==> src/rtl/fht_result_reader_if.sv <==
// Bundle of read-out handshake, bank address and bank data signals of the
// FHT result reader. The reader takes the slave view; whoever starts the
// read-out, owns the banks and consumes the stream takes the master view.
interface fht_result_reader_if #(
    parameter int A_BIT = 8,
    parameter int D_BIT = 16
);
    logic                    iSTART;
    logic [A_BIT-1:0]        oADDR_RD_0;
    logic [A_BIT-1:0]        oADDR_RD_1;
    logic [A_BIT-1:0]        oADDR_RD_2;
    logic [A_BIT-1:0]        oADDR_RD_3;
    logic signed [D_BIT-1:0] iDATA_0;
    logic signed [D_BIT-1:0] iDATA_1;
    logic signed [D_BIT-1:0] iDATA_2;
    logic signed [D_BIT-1:0] iDATA_3;
    logic signed [D_BIT-1:0] oDATA;
    logic [A_BIT+1:0]        oIDX;
    logic                    oVALID;
    logic                    iREADY;
    logic                    oLAST;
    logic                    oBUSY;
    logic                    oDONE;

    modport slave (
        input  iSTART, iDATA_0, iDATA_1, iDATA_2, iDATA_3, iREADY,
        output oADDR_RD_0, oADDR_RD_1, oADDR_RD_2, oADDR_RD_3,
               oDATA, oIDX, oVALID, oLAST, oBUSY, oDONE
    );

    modport master (
        output iSTART, iDATA_0, iDATA_1, iDATA_2, iDATA_3, iREADY,
        input  oADDR_RD_0, oADDR_RD_1, oADDR_RD_2, oADDR_RD_3,
               oDATA, oIDX, oVALID, oLAST, oBUSY, oDONE
    );
endinterface

==> src/rtl/fht_result_reader.sv <==
// FHT result read-out engine: walks k = 0..N-1, reads the four banks with a
// shared address, picks the bank holding sample k, and streams the samples
// in natural order through a small show-ahead FIFO with valid/ready.
module fht_result_reader #(
    parameter int N           = 1024,
    parameter int BANK_SIZE   = N / 4,
    parameter int A_BIT       = $clog2(BANK_SIZE),
    parameter int D_BIT       = 16,
    parameter int RD_LAT      = 2,
    parameter int FIFO_DEPTH  = 4,
    parameter int BANK_BITREV = 1
) (
    input logic iCLK,
    input logic iRESET,
    fht_result_reader_if.slave bus
);
    localparam int KW = A_BIT + 3;
    localparam int IW = A_BIT + 2;
    localparam int PW = (FIFO_DEPTH > 1) ? $clog2(FIFO_DEPTH) : 1;
    localparam int CW = $clog2(FIFO_DEPTH + 1);
    localparam int OW = $clog2(FIFO_DEPTH + RD_LAT + 1);

    typedef enum logic [1:0] {IDLE, RUN, DONE} state_t;

    state_t                  state;
    logic [KW-1:0]           ki;
    logic [A_BIT-1:0]        addr_q;
    logic                    busy_q;
    logic                    done_q;

    logic [RD_LAT-1:0]       pipe_vld;
    logic [1:0]              pipe_bank [RD_LAT];
    logic [IW-1:0]           pipe_idx  [RD_LAT];

    logic signed [D_BIT-1:0] fifo_data [FIFO_DEPTH];
    logic [IW-1:0]           fifo_idx  [FIFO_DEPTH];
    logic [PW-1:0]           rd_ptr;
    logic [PW-1:0]           wr_ptr;
    logic [CW-1:0]           count;

    logic [KW-1:0]           issue_k;
    logic [1:0]              issue_bank;
    logic [OW-1:0]           inflight;
    logic                    issue;
    logic                    push;
    logic                    pop;
    logic                    head_valid;
    logic [IW-1:0]           head_idx;
    logic signed [D_BIT-1:0] cap_data;

    function automatic logic [PW-1:0] ptr_inc(input logic [PW-1:0] p);
        return (p == PW'(FIFO_DEPTH - 1)) ? '0 : p + PW'(1);
    endfunction

    // Issue decision, bank selection and capture mux. The iSTART cycle
    // itself issues k=0, so the DUT address register is the first stage of
    // the RD_LAT bank latency.
    always_comb begin
        issue_k = (state == IDLE) ? '0 : ki;
        if (BANK_BITREV != 0)
            issue_bank = {issue_k[A_BIT], issue_k[A_BIT+1]};
        else
            issue_bank = issue_k[A_BIT+1:A_BIT];
        inflight = '0;
        for (int unsigned i = 0; i < RD_LAT; i++)
            inflight = inflight + OW'(pipe_vld[i]);
        issue = ((state == RUN) || (state == IDLE && bus.iSTART))
                && (issue_k < KW'(N))
                && ((OW'(count) + inflight) < OW'(FIFO_DEPTH));
        head_valid = (count != '0);
        head_idx   = fifo_idx[rd_ptr];
        push       = pipe_vld[RD_LAT-1];
        pop        = head_valid && bus.iREADY;
        case (pipe_bank[RD_LAT-1])
            2'd0:    cap_data = bus.iDATA_0;
            2'd1:    cap_data = bus.iDATA_1;
            2'd2:    cap_data = bus.iDATA_2;
            default: cap_data = bus.iDATA_3;
        endcase
    end

    // Control: FSM, issue counter, in-flight valids and FIFO pointers/count.
    always_ff @(posedge iCLK) begin
        if (iRESET) begin
            state    <= IDLE;
            ki       <= '0;
            addr_q   <= '0;
            busy_q   <= 1'b0;
            done_q   <= 1'b0;
            pipe_vld <= '0;
            rd_ptr   <= '0;
            wr_ptr   <= '0;
            count    <= '0;
        end else begin
            pipe_vld[0] <= issue;
            for (int unsigned i = 1; i < RD_LAT; i++)
                pipe_vld[i] <= pipe_vld[i-1];
            if (issue) begin
                addr_q <= issue_k[A_BIT-1:0];
                ki     <= issue_k + KW'(1);
            end
            if (push) wr_ptr <= ptr_inc(wr_ptr);
            if (pop)  rd_ptr <= ptr_inc(rd_ptr);
            case ({push, pop})
                2'b10:   count <= count + CW'(1);
                2'b01:   count <= count - CW'(1);
                default: ;
            endcase
            case (state)
                IDLE: begin
                    if (bus.iSTART) begin
                        state  <= RUN;
                        busy_q <= 1'b1;
                    end
                end
                RUN: begin
                    if (pop && head_idx == IW'(N - 1)) begin
                        state  <= DONE;
                        busy_q <= 1'b0;
                        done_q <= 1'b1;
                    end
                end
                DONE: begin
                    done_q <= 1'b0;
                    state  <= IDLE;
                end
                default: state <= IDLE;
            endcase
        end
    end

    // Tag pipeline and FIFO storage; validity is tracked in the control block.
    always_ff @(posedge iCLK) begin
        pipe_bank[0] <= issue_bank;
        pipe_idx[0]  <= issue_k[IW-1:0];
        for (int unsigned i = 1; i < RD_LAT; i++) begin
            pipe_bank[i] <= pipe_bank[i-1];
            pipe_idx[i]  <= pipe_idx[i-1];
        end
        if (push) begin
            fifo_data[wr_ptr] <= cap_data;
            fifo_idx[wr_ptr]  <= pipe_idx[RD_LAT-1];
        end
    end

    assign bus.oADDR_RD_0 = addr_q;
    assign bus.oADDR_RD_1 = addr_q;
    assign bus.oADDR_RD_2 = addr_q;
    assign bus.oADDR_RD_3 = addr_q;
    assign bus.oVALID     = head_valid;
    assign bus.oDATA      = head_valid ? fifo_data[rd_ptr] : '0;
    assign bus.oIDX       = head_valid ? head_idx : '0;
    assign bus.oLAST      = head_valid && (head_idx == IW'(N - 1));
    assign bus.oBUSY      = busy_q;
    assign bus.oDONE      = done_q;
endmodule

==> src/flat_wrapper.sv <==
// flat-port wrapper written by rule: the top's interface ports become plain ports
module fht_result_reader_flat 
#(
    parameter int N           = 1024,
    parameter int BANK_SIZE   = N / 4,
    parameter int A_BIT       = $clog2(BANK_SIZE),
    parameter int D_BIT       = 16,
    parameter int RD_LAT      = 2,
    parameter int FIFO_DEPTH  = 4,
    parameter int BANK_BITREV = 1
)
  (iCLK, iRESET, bus_iSTART, bus_iDATA_0, bus_iDATA_1, bus_iDATA_2, bus_iDATA_3, bus_iREADY, bus_oADDR_RD_0, bus_oADDR_RD_1, bus_oADDR_RD_2, bus_oADDR_RD_3, bus_oDATA, bus_oIDX, bus_oVALID, bus_oLAST, bus_oBUSY, bus_oDONE);
  fht_result_reader_if #(.A_BIT(A_BIT), .D_BIT(D_BIT)) bus_i ();
  input logic iCLK;
  input logic iRESET;
  input wire logic [$bits(bus_i.iSTART)-1:0] bus_iSTART;
  input wire logic [$bits(bus_i.iDATA_0)-1:0] bus_iDATA_0;
  input wire logic [$bits(bus_i.iDATA_1)-1:0] bus_iDATA_1;
  input wire logic [$bits(bus_i.iDATA_2)-1:0] bus_iDATA_2;
  input wire logic [$bits(bus_i.iDATA_3)-1:0] bus_iDATA_3;
  input wire logic [$bits(bus_i.iREADY)-1:0] bus_iREADY;
  output wire logic [$bits(bus_i.oADDR_RD_0)-1:0] bus_oADDR_RD_0;
  output wire logic [$bits(bus_i.oADDR_RD_1)-1:0] bus_oADDR_RD_1;
  output wire logic [$bits(bus_i.oADDR_RD_2)-1:0] bus_oADDR_RD_2;
  output wire logic [$bits(bus_i.oADDR_RD_3)-1:0] bus_oADDR_RD_3;
  output wire logic [$bits(bus_i.oDATA)-1:0] bus_oDATA;
  output wire logic [$bits(bus_i.oIDX)-1:0] bus_oIDX;
  output wire logic [$bits(bus_i.oVALID)-1:0] bus_oVALID;
  output wire logic [$bits(bus_i.oLAST)-1:0] bus_oLAST;
  output wire logic [$bits(bus_i.oBUSY)-1:0] bus_oBUSY;
  output wire logic [$bits(bus_i.oDONE)-1:0] bus_oDONE;
  assign bus_i.iSTART = bus_iSTART;
  assign bus_i.iDATA_0 = bus_iDATA_0;
  assign bus_i.iDATA_1 = bus_iDATA_1;
  assign bus_i.iDATA_2 = bus_iDATA_2;
  assign bus_i.iDATA_3 = bus_iDATA_3;
  assign bus_i.iREADY = bus_iREADY;
  assign bus_oADDR_RD_0 = bus_i.oADDR_RD_0;
  assign bus_oADDR_RD_1 = bus_i.oADDR_RD_1;
  assign bus_oADDR_RD_2 = bus_i.oADDR_RD_2;
  assign bus_oADDR_RD_3 = bus_i.oADDR_RD_3;
  assign bus_oDATA = bus_i.oDATA;
  assign bus_oIDX = bus_i.oIDX;
  assign bus_oVALID = bus_i.oVALID;
  assign bus_oLAST = bus_i.oLAST;
  assign bus_oBUSY = bus_i.oBUSY;
  assign bus_oDONE = bus_i.oDONE;
  fht_result_reader #(.N(N), .BANK_SIZE(BANK_SIZE), .A_BIT(A_BIT), .D_BIT(D_BIT), .RD_LAT(RD_LAT), .FIFO_DEPTH(FIFO_DEPTH), .BANK_BITREV(BANK_BITREV)) u_core (.iCLK(iCLK), .iRESET(iRESET), .bus(bus_i));
endmodule
==> config.mk <==
export PLATFORM = sky130hd
export DESIGN_NAME = fht_result_reader_flat
export DESIGN_NICKNAME = d
export VERILOG_FILES = /design/src/rtl/fht_result_reader_if.sv /design/src/rtl/fht_result_reader.sv /design/src/flat_wrapper.sv
export SDC_FILE = /design/constraint.sdc
export NUM_CORES = 1
export LEC_CHECK = 0
export CORE_AREA = 3 3 134 136
export CTS_CLUSTER_SIZE = 24
export DETAILED_ROUTE_END_ITERATION = 8
export DIE_AREA = 0 0 137 139
export SLEW_MARGIN = 10
export SYNTH_ARGS = -nofsm -noshare
export SYNTH_HDL_FRONTEND = slang
export SYNTH_SLANG_ARGS = --single-unit
export TNS_END_PERCENT = 5
==> constraint.sdc <==
create_clock -name iCLK -period 3.1 [get_ports iCLK]
set_input_delay 0.62 -clock iCLK [delete_from_list [all_inputs] [get_ports iCLK]]
set_output_delay 0.62 -clock iCLK [all_outputs]
set_load 0.03 [all_outputs]
==> results by group, run 1 <==
Floorplan
  – Core Footprint: 17100 um2
  – Chip Width: 137 um
  – Initial core utilization: 0.391
  – Die area: between 15000 and 20000 um2
  – Die H: about 140 um
  – Boundary Pins: 130
  – Rows: 48

Setup path
  – Crit-path max cell delay: between 0.6 and 0.7 ns
  – CP max stage cell: mux4_1
  – Crit path DAT: between 2 and 2.5 ns
  – Crit start category: flop
  – Worst setup EP type: primary output
  – Type of the worst setup path: reg -> out
  – CP required: around 2.5 ns
  – Max FO, Critical Path: 17
  – CP cell instances: buf_12 -> mux4_1 -> and2_1 -> clkdlybuf4s50_1

Logic synthesis
  – Mean Syn Cell Area: between 10 and 15 um2
  – Seq/Total Area, Yosys: 0.631
  – Seq cells post-synth: ~160
  – Post-synth ARST share: 0
  – Count of cell types in the netlist: 45
  – Synth Cell Area: between 6000 and 7000 um2
  – Syn nets: roughly 530
  – Yosys top cell area share: 0.469
  – Primary FF master, synth: edfxtp_1
  – Ys Warns: 0
  – Cell taking the most area after synthesis: edfxtp_1
  – Post-synth EDFFs: 104
  – Synth top area cells: edfxtp_1 (47%), dfxtp_1 (16%), mux4_2 (13%), and2_1 (3.2%), buf_4 (2.7%)
  – Post-Synthesis Cells: around 450

Clock network
  – Clock slew at reported path FFs: around 0.060 ns
  – # hold bufs at CTS: 0
  – CTS tree: yes
  – Clk buf depth: 2
  – TritonCTS Sinks: roughly 160
  – Clock Tree Root: clkbuf_16
  – H-tree depth: 4
  – CTS Buf Count: 17
  – Skew-Pair Late Insertion Delay: just over 0.4 ns

Timing
  – Skew final: between 0.006 and 0.007 ns
  – Max-slew headroom: 0.370
  – Fin crit period: 2.99 ns
  – Setup Total Neg Slack: 0 ns
  – Max Slew Vio Count: 0
  – Peak Freq: about 330 MHz
  – Final hold violation count: 0
  – Final worst-path cycle share: 0.965
  – RSZ-0062 raised after global routing: no
  – Final count of negative-setup-slack endpoints: 0
  – Worst slew pin tran: about 0.94 ns

Final layout
  – Area Overhead vs Synth: 30.3%
  – Total Nets Final: ~640
  – Number of fill cells in the layout: about 1500
  – Ant diodes: 0
  – Commonest non-fill, non-tap cell in the layout: clkdlybuf4s50_1
  – Area of the multi-input gates: between 2000 and 2500 um2
  – Layout Utilization: 0.509
  – Reg area: approximately 4200 um2
  – Most frequent cells in the layout: clkdlybuf4s50_1 (124), edfxtp_1 (104), dfxtp_1 (53)
  – Layout cell share with drive strength beyond 1: 0.152

Global route
  – Via count of the first global-routing pass: 4159
  – Congestion Overflow GR: 0
  – First-pass GRT wire length: around 21000 um
  – Tot GR Track Use: 0.146
  – Largest net degree at the start of global routing: 30
  – Initial antenna violation count: 0

Power
  – Clock share of power: 0.338
  – Cell Int Power: roughly 0.0043 W
  – Net Sw Frac: 0.278
  – Maximum VDD drop: 0.000415 V
  – Net Sw Power: approximately 0.0016 W
  – P_leak: a little under 3 nW
  – Sequential Power Share: 0.403
  – Cell area power density: around 680 nW/um2
  – Comb pwr share: 0.259
  – Overall Power: 0.00589 W

Detailed routing
  – Mean number of vias per cell: about 5.0
  – Via Count: a little under 4000
  – Number of routed nets with antenna violations: 0
  – WL/cell: about 17 um
  – Final wirelength: about 14000 um
  – Initial DRC Count: between 200 and 250
  – DRC viols: 0
  – DRT Pass-1 Iters: 4

Placement
  – Hpwl dp: about 9100 um
  – Buffers added on ports: about 130
  – GP Congestion: around 0.81

Worst hold path
  – Worst hold path class: reg -> reg

Run
  – # Max-Cap Violations: 0

Status
  – Outcome: finished clean
## critical path, delay by kind of cell, from the launching register on
kind / cells / cell delay [ns]
flops: 1 / 0.35
simple gates: 1 / 0.18
buf+inv: 2 / 0.81
mux: 1 / 0.63
## per-layer routing
layer | track usage | wire (um) | vias to the layer above
li1 | - | - | 1875
met1 | 0.176 | 5660 | 1946
met2 | 0.259 | 7080 | 112
met3 | 0.0341 | 851 | 13
met4 | 0.0446 | 118 | 0
met5 | 0 | 0 | -
## timing repair
action	CTS	global route
setup buffers	0	0
setup endpoints to repair	0	2
resized for setup	0	2
## power by group through the flow
stage | registers, W | logic, W | clock network (W)
6_report | 0.00237 | 0.00152 | 0.00199
5_1_grt | 0.00238 | 0.00165 | 0.00213
2_1_floorplan | 0.00241 | 0.000948 | 0
4_1_cts | 0.00237 | 0.00156 | 0.00205
3_5_place_dp | 0.00242 | 0.00155 | 0
3_3_place_gp | 0.00241 | 0.00154 | 0
## kinds of logic after synthesis
logic type               synth area share
adder cells (fa/ha/maj)            0.0274
AO/OA/AOI/OAI                      0.0467
multiplexers                        0.147
AND/OR/NAND/NOR                    0.0931
XOR/XNOR                          0.00394
flip-flops                          0.631
buffers and inverters              0.0509
## path summary, 6_finish.rpt
path	startpoint	end	slack [ns]	cells past startpoint
max	flop	bus_oIDX[9]	0.11	4
min	u_core.pipe_idx[0][6]$_DFF_P_	u_core.pipe_idx[0][16]$_DFF_P_	0.32	0
max reg2reg	u_core.state[0]$_SDFFE_PP0P_	u_core.ki[10]$_SDFFE_PP0P_	0.43	8
min reg2reg	u_core.pipe_idx[0][6]$_DFF_P_	u_core.pipe_idx[0][16]$_DFF_P_	0.32	0
## cell type report
cell class | instances | area share
Clock buffer | 22 | 0.0536
Timing Repair Buffer | 141 | 0.167
Inverter | 12 | 0.00519
Clock inverter | 10 | 0.0127
Tap cell | 225 | 0.0324
Multi-Input combinational cell | 229 | 0.245
Sequential cell | 158 | 0.484
## stage by stage
stage	hold slack, ns	instances	cell area, um2	setup slack, ns
after floorplan	0.310	445	6670	0.486
after global placement	0.311	765	8100	0.436
after detailed placement	0.312	765	8100	0.337
after CTS	0.324	797	8680	0.0360
after global routing	0.333	797	8680	0.00927
final	0.325	797	8680	0.110
## state kept, by name, indices dropped and copies added (netlist names), 3 cells and up, named ones only
| name | count |
|---|---|
| u_core.ki | 11 |
| u_core.pipe_idx | 17 |
| u_core.bus.oADDR_RD_0 | 8 |
| u_core.count | 3 |
| u_core.pipe_bank | 3 |
| u_core.fifo_data | 64 |
| u_core.fifo_idx | 40 |
## cell usage after synthesis (all sizes together), types with 3 or more instances
library cell and count:
buf 33, a211oi 3, nand2b 4, and2 34
clkbuf 13, nor2 14, edfxtp 104, nand2 33
nor4 3, o31ai 3, dfxtp 54, mux4 42
nand3 3, inv 12, nand4 4, o21ai 11
ha 13, a21oi 26, nor2b 10
(Power assumes the default switching activity.)
==> run 2, diff against run 1 <==
--- a/config.mk
+++ b/config.mk
@@ -6,6 +6,7 @@
 export NUM_CORES = 1
 export LEC_CHECK = 0
 export CORE_AREA = 3 3 134 136
+export CTS_CLUSTER_DIAMETER = 50
 export CTS_CLUSTER_SIZE = 24
 export DETAILED_ROUTE_END_ITERATION = 8
 export DIE_AREA = 0 0 137 139
==> results of run 2 <==
No change in the layout: final DEF, timing and power equal those of run 1.
